File: config.mk
export PLATFORM = sky130hd
export DESIGN_NAME = read_superpixel
export DESIGN_NICKNAME = d
export VERILOG_FILES = /design/src/rtl/read_superpixel.sv
export SDC_FILE = /design/constraint.sdc
export NUM_CORES = 1
export LEC_CHECK = 0
export BUFFER_PORTS_ARGS = -buffer_cell sky130_fd_sc_hd__buf_4
export CELL_PAD_IN_SITES_DETAIL_PLACEMENT = 0
export CELL_PAD_IN_SITES_GLOBAL_PLACEMENT = 2
export CORE_ASPECT_RATIO = 1.2
export CORE_MARGIN = 8
export CORE_UTILIZATION = 25
export DETAILED_ROUTE_END_ITERATION = 6
export GPL_TIMING_DRIVEN = 0
export HOLD_SLACK_MARGIN = 0.12
export PLACE_DENSITY = 0.72
export SYNTH_ARGS = -nofsm -noshare
export SYNTH_HDL_FRONTEND = slang
export SYNTH_SLANG_ARGS = --single-unit
File: constraint.sdc
create_clock -name clk -period 3.2 [get_ports clk]
set_input_delay 0 -clock clk [delete_from_list [all_inputs] [get_ports clk]]
set_output_delay 0 -clock clk [all_outputs]
set_load 0.1 [all_outputs]
File: src/rtl/read_superpixel.sv
// Read-back engine for the VGA frame buffer: scans one logical superpixel through the
// RAM read port and reports its top-left colour, a reference-colour hit count and uniformity.
module read_superpixel #(
  parameter int SPIXEL_X_WIDTH = 5,
  parameter int SPIXEL_Y_WIDTH = 5,
  parameter int SPIXEL_X_MAX   = 31,
  parameter int SPIXEL_Y_MAX   = 23,
  parameter int PIXEL_X_WIDTH  = 10,
  parameter int PIXEL_Y_WIDTH  = 9,
  parameter int PIXEL_X_MAX    = 639,
  parameter int PIXEL_Y_MAX    = 479,
  parameter int SP_W           = (PIXEL_X_MAX + 1) / (SPIXEL_X_MAX + 1),
  parameter int SP_H           = (PIXEL_Y_MAX + 1) / (SPIXEL_Y_MAX + 1),
  parameter int VGA_ADDR_WIDTH = 19,
  parameter int COLOR_ID_WIDTH = 8,
  parameter int RD_LATENCY     = 2
) (
  input  logic                      clk,
  input  logic                      rst,
  input  logic [SPIXEL_X_WIDTH-1:0] x,
  input  logic [SPIXEL_Y_WIDTH-1:0] y,
  input  logic [COLOR_ID_WIDTH-1:0] idata,
  input  logic                      idata_vld,
  output logic                      obusy,
  output logic                      odone,
  output logic [COLOR_ID_WIDTH-1:0] ocolor,
  output logic [8:0]                ohit_cnt,
  output logic                      ouniform,
  output logic                      oerr,
  output logic [VGA_ADDR_WIDTH-1:0] oaddr,
  output logic                      ordren,
  input  logic [COLOR_ID_WIDTH-1:0] irdata
);

  localparam int COL_W = $clog2(SP_W + 1);
  localparam int ROW_W = $clog2(SP_H + 1);
  localparam logic [VGA_ADDR_WIDTH-1:0] STRIDE = VGA_ADDR_WIDTH'(PIXEL_X_MAX + 1);
  localparam logic [COL_W-1:0] LAST_COL = COL_W'(SP_W - 1);
  localparam logic [ROW_W-1:0] LAST_ROW = ROW_W'(SP_H - 1);
  localparam logic [RD_LATENCY-1:0] LAST_ONLY = RD_LATENCY'(1) << (RD_LATENCY - 1);

  typedef enum logic [1:0] {IDLE, READ, DRAIN, DONE} state_t;

  state_t state, state_next;

  logic [RD_LATENCY-1:0]     rd_pipe;
  logic [COLOR_ID_WIDTH-1:0] ref_color;
  logic                      first_seen;
  logic [VGA_ADDR_WIDTH-1:0] row_start;
  logic [COL_W-1:0]          col;
  logic [ROW_W-1:0]          row;
  logic [PIXEL_X_WIDTH-1:0]  px0;
  logic [PIXEL_Y_WIDTH-1:0]  py0;
  logic [VGA_ADDR_WIDTH-1:0] base;
  logic                      in_range;
  logic                      accept;
  logic                      last_read;
  logic                      rd_vld;

  // Top-left physical pixel of the requested superpixel, then its linear address.
  assign px0  = PIXEL_X_WIDTH'(x) * PIXEL_X_WIDTH'(SP_W);
  assign py0  = PIXEL_Y_WIDTH'(y) * PIXEL_Y_WIDTH'(SP_H);
  assign base = VGA_ADDR_WIDTH'(py0) * STRIDE + VGA_ADDR_WIDTH'(px0);

  assign in_range  = ({1'b0, x} <= (SPIXEL_X_WIDTH + 1)'(SPIXEL_X_MAX)) &&
                     ({1'b0, y} <= (SPIXEL_Y_WIDTH + 1)'(SPIXEL_Y_MAX));
  assign accept    = (state == IDLE) && idata_vld;
  assign last_read = (state == READ) && (col == LAST_COL) && (row == LAST_ROW);
  assign rd_vld    = rd_pipe[RD_LATENCY-1];

  assign ordren = (state == READ);
  assign obusy  = (state != IDLE);
  assign odone  = (state == DONE);

  always_ff @(posedge clk) begin
    if (rst) state <= IDLE;
    else     state <= state_next;
  end

  // DRAIN ends when only the final return is left in the pipe and it is being sampled now.
  always_comb begin
    state_next = state;
    case (state)
      IDLE:    if (idata_vld) state_next = in_range ? READ : DONE;
      READ:    if (last_read) state_next = DRAIN;
      DRAIN:   if (rd_pipe == LAST_ONLY) state_next = DONE;
      DONE:    state_next = IDLE;
      default: state_next = IDLE;
    endcase
  end

  always_ff @(posedge clk) begin
    if (rst) begin
      rd_pipe <= '0;
    end else begin
      rd_pipe[0] <= ordren;
      for (int i = 1; i < RD_LATENCY; i++) rd_pipe[i] <= rd_pipe[i-1];
    end
  end

  always_ff @(posedge clk) begin
    if (rst) begin
      ref_color  <= '0;
      first_seen <= 1'b0;
      ocolor     <= '0;
      ohit_cnt   <= '0;
      ouniform   <= 1'b0;
      oerr       <= 1'b0;
      oaddr      <= '0;
      row_start  <= '0;
      col        <= '0;
      row        <= '0;
    end else if (accept) begin
      ref_color  <= idata;
      first_seen <= 1'b0;
      ocolor     <= '0;
      ohit_cnt   <= '0;
      ouniform   <= in_range;
      oerr       <= !in_range;
      oaddr      <= base;
      row_start  <= base;
      col        <= '0;
      row        <= '0;
    end else begin
      if (ordren) begin
        if (col == LAST_COL) begin
          col       <= '0;
          row       <= row + ROW_W'(1);
          row_start <= row_start + STRIDE;
          oaddr     <= row_start + STRIDE;
        end else begin
          col   <= col + COL_W'(1);
          oaddr <= oaddr + VGA_ADDR_WIDTH'(1);
        end
      end
      if (rd_vld) begin
        if (!first_seen) begin
          ocolor     <= irdata;
          first_seen <= 1'b1;
        end else if (irdata != ocolor) begin
          ouniform <= 1'b0;
        end
        if (irdata == ref_color) ohit_cnt <= ohit_cnt + 9'd1;
      end
    end
  end

endmodule

==> impl_metrics.ini <==
[sta]
slew_viol_final = 0
finClkSkew_ns = 0.008681
hold_violations = 0
max_slew_margin_pct = 41.80
worst_slew_pin_slew_ns = 0.8663
setup_ws_ns = 0.1477
fmax_mhz = 327.6
fin_crit_sh_pct = 95.38
setup_violations = 0
grt_setup_unrepaired = no
min_period_ns = 3.052
tns_ns = 0

[pwr]
p_sw_uw = 2260
p_per_area_mw_per_mm2 = 754.1
seq_power_share_pct = 28.8
p_int_uw = 2505
ir_drop_v = 0.0002894
pwr-share-comb_pct = 47.5
power.total_uw = 4765
p_clk_share_pct = 23.7
power.share.switching_pct = 47.44
p_leak_uw = 0.002435

[global_routing]
grt_pass1_vias = 4791
grt_max_degree = 15
antenna_found_initial = 0
track_usage_pct = 14.00
grt_pass1_wl_um = 26090
overflow = 0

[floorplan]
die_area_mm2 = 0.02415
core_mm2 = 0.01927
ios = 70
fp.dieH_um = 168.6
start_util_pct = 25.19
die_w_um = 143.2
num_rows = 56

[critical_path]
startpoint_type = primary input
end_kind = register
r2r-end = oerr
timing.rr.start = state[1]
path_class = in2reg
arrival_ns = 3.32
required_ns = 3.47
r2r_cells = 8
rrSetupSlack_ns = 0.54
worstPathMaxFanout = 5

[clock_tree]
clk_latency_ns = 0.35
cts_made_buffers = 9
htree_levels = 3
cts_tree = yes
clockBufferDepth = 2
clock-sinks = 78
clk_pin_slew_ns = 0.07
root_buffer = clkbuf_16

[yosys]
synth_edf_count = 0
avgSynthCellArea_um2 = 8.103
synth-seq-area-share_pct = 32.17
synth_cell_types = 60
synthArstFlopShare_pct = 0
synth_seq_cells = 78
yosys_warnings = 0
synth_cells = 599
synth_ff_type = dfxtp_1
syn_area_mm2 = 0.004853
synthesis.nets = 665

[placed_design]
dp_slack_ns = -0.4611
hpwl_um = 12700
portBuffers = 69
gp_congestion = 0.8674

[layout]
nets = 772
final_common_cell = dfxtp_1
fin_util_pct = 32.79
diodes = 0
area_growth_pct = 30.19
drive_above_1_share_pct = 15.47
mostFrequentLayoutCells = 78 x dfxtp_1, 72 x nand2_1, 72 x buf_4, 56 x nor2_1, 45 x a21oi_1
nFillCells = 2059

[flow_run]
maxCapViolCount = 0

[route]
route.detailed.drc = 0
ant_nets = 0
drtPass1Iterations = 4
num_vias = 4686
drtIter0Drc = 219
viasPerCell = 4.821
wl_per_cell_um = 17.08
finalWirelength_um = 16600

[hold_path]
min-delay-start = y[4]
hold_path.class = in2reg
hold_path_end = state[1]
hold_depth = 3

[status]
status = complete, no violations
## through the flow
stage	cell area, µm²	hold WS (ns)	instances
after floorplan	4853	0.1360	599
after global placement	5698	0.2590	929
after detailed placement	5698	0.2680	929
after CTS	6282	0.1239	969
after global routing	6319	0.1642	972
final	6319	0.1200	972
## cells in the mapped netlist (4+ instances only)
cell type | instances | area share, %
a211oi_1 | 11 | 1.7
o31ai_1 | 5 | 0.77
xor2_1 | 21 | 3.8
inv_1 | 25 | 1.9
or3_1 | 4 | 0.52
nand2_1 | 72 | 5.6
mux2i_1 | 12 | 2.5
dfxtp_1 | 78 | 32
o211ai_1 | 4 | 0.62
clkbuf_1 | 20 | 1.5
ha_1 | 34 | 8.8
nor3_1 | 10 | 1.0
o22ai_1 | 5 | 0.64
nand3_1 | 23 | 2.4
nor2b_1 | 5 | 0.64
and3_1 | 6 | 0.77
o21ai_0 | 42 | 4.3
nand4_1 | 14 | 1.8
a31oi_1 | 5 | 0.64
nand2b_1 | 4 | 0.52
nor2_1 | 56 | 4.3
xnor2_1 | 46 | 8.3
a21oi_1 | 45 | 4.6
## what timing repair did
| item | 4_1_cts | 5_1_grt |
|---|---|---|
| setup buffers | 0 | 3 |
| endpoints found under the hold margin | 34 | 0 |
| pin swaps | 0 | 3 |
| setup endpoints to repair | 3 | 6 |
| resized for setup | 3 | 3 |
| hold buffers | 24 | 0 |
## worst max-delay path: stages
cell      delay (ns)
buf_4           0.14
ha_1            0.28
ha_1            0.16
inv_1           0.05
fa_1            0.47
inv_1           0.06
ha_1            0.30
inv_1           0.07
fa_1            0.45
xor2_1          0.23
nor4_4          0.32
o211ai_1        0.18
xnor2_2         0.28
o21ai_0         0.12
a22oi_1         0.20
## cells by family after synthesis
logic type      Yosys count  synth area share (%)
simple gates            212                 20.73
compound gates          141                 17.74
flops                    78                 32.17
xor+xnor                 67                 12.09
buf+inv                  52                 4.795
fa+ha+maj                37                 10.00
mux                      12                 2.475
## worst max path at each step
stage,startpoint,to,slack (ns),cells after the start
global route,y[4],row_start[17],0.002,15
detailed placement,y[1],oaddr[16],-0.46,15
CTS,y[1],oaddr[16],0.10,15
global placement,y[1],oaddr[16],-0.44,15
floorplan,y[1],oaddr[16],0.22,14
finish,y[1],oaddr[16],0.15,15
## layer usage
metal | global-route usage (%) | routed length [µm]
met1 | 15.36 | 6809
met2 | 26.12 | 8802
met3 | 2.311 | 600
met4 | 5.278 | 389
met5 | 0 | 0
## power groups by stage
stage / clock [µW] / sequential [µW] / combinational [µW]
floorplan: 0 / 1940 / 1040
global placement: 0 / 1390 / 2200
detailed placement: 0 / 1390 / 2210
CTS: 1160 / 1370 / 2260
global route: 1200 / 1400 / 2430
finish: 1130 / 1370 / 2260
## flip-flops by register name, indices dropped and copies added, names as in the netlist
| register | flops |
|---|---|
| oaddr | 19 |
| col | 5 |
| ouniform | 1 |
| row_start | 17 |
| ocolor | 8 |
| state | 2 |
| rd_pipe | 2 |
| ref_color | 8 |
| first_seen | 1 |
| oerr | 1 |
| row | 5 |
| ohit_cnt | 9 |
## cell type report
class,count,area [µm²],area share [%]
inverters,25,93.84,1.485
plain buffers,27,138.9,2.198
clock buffers,9,225.2,3.564
flip-flops and latches,78,1562,24.71
repair buffers,96,780.7,12.36
multi-input cells,469,3094,48.97
well taps,261,326.6,5.168
clock inverters,7,97.59,1.545
Note: power is estimated with default switching activity, not from simulation.
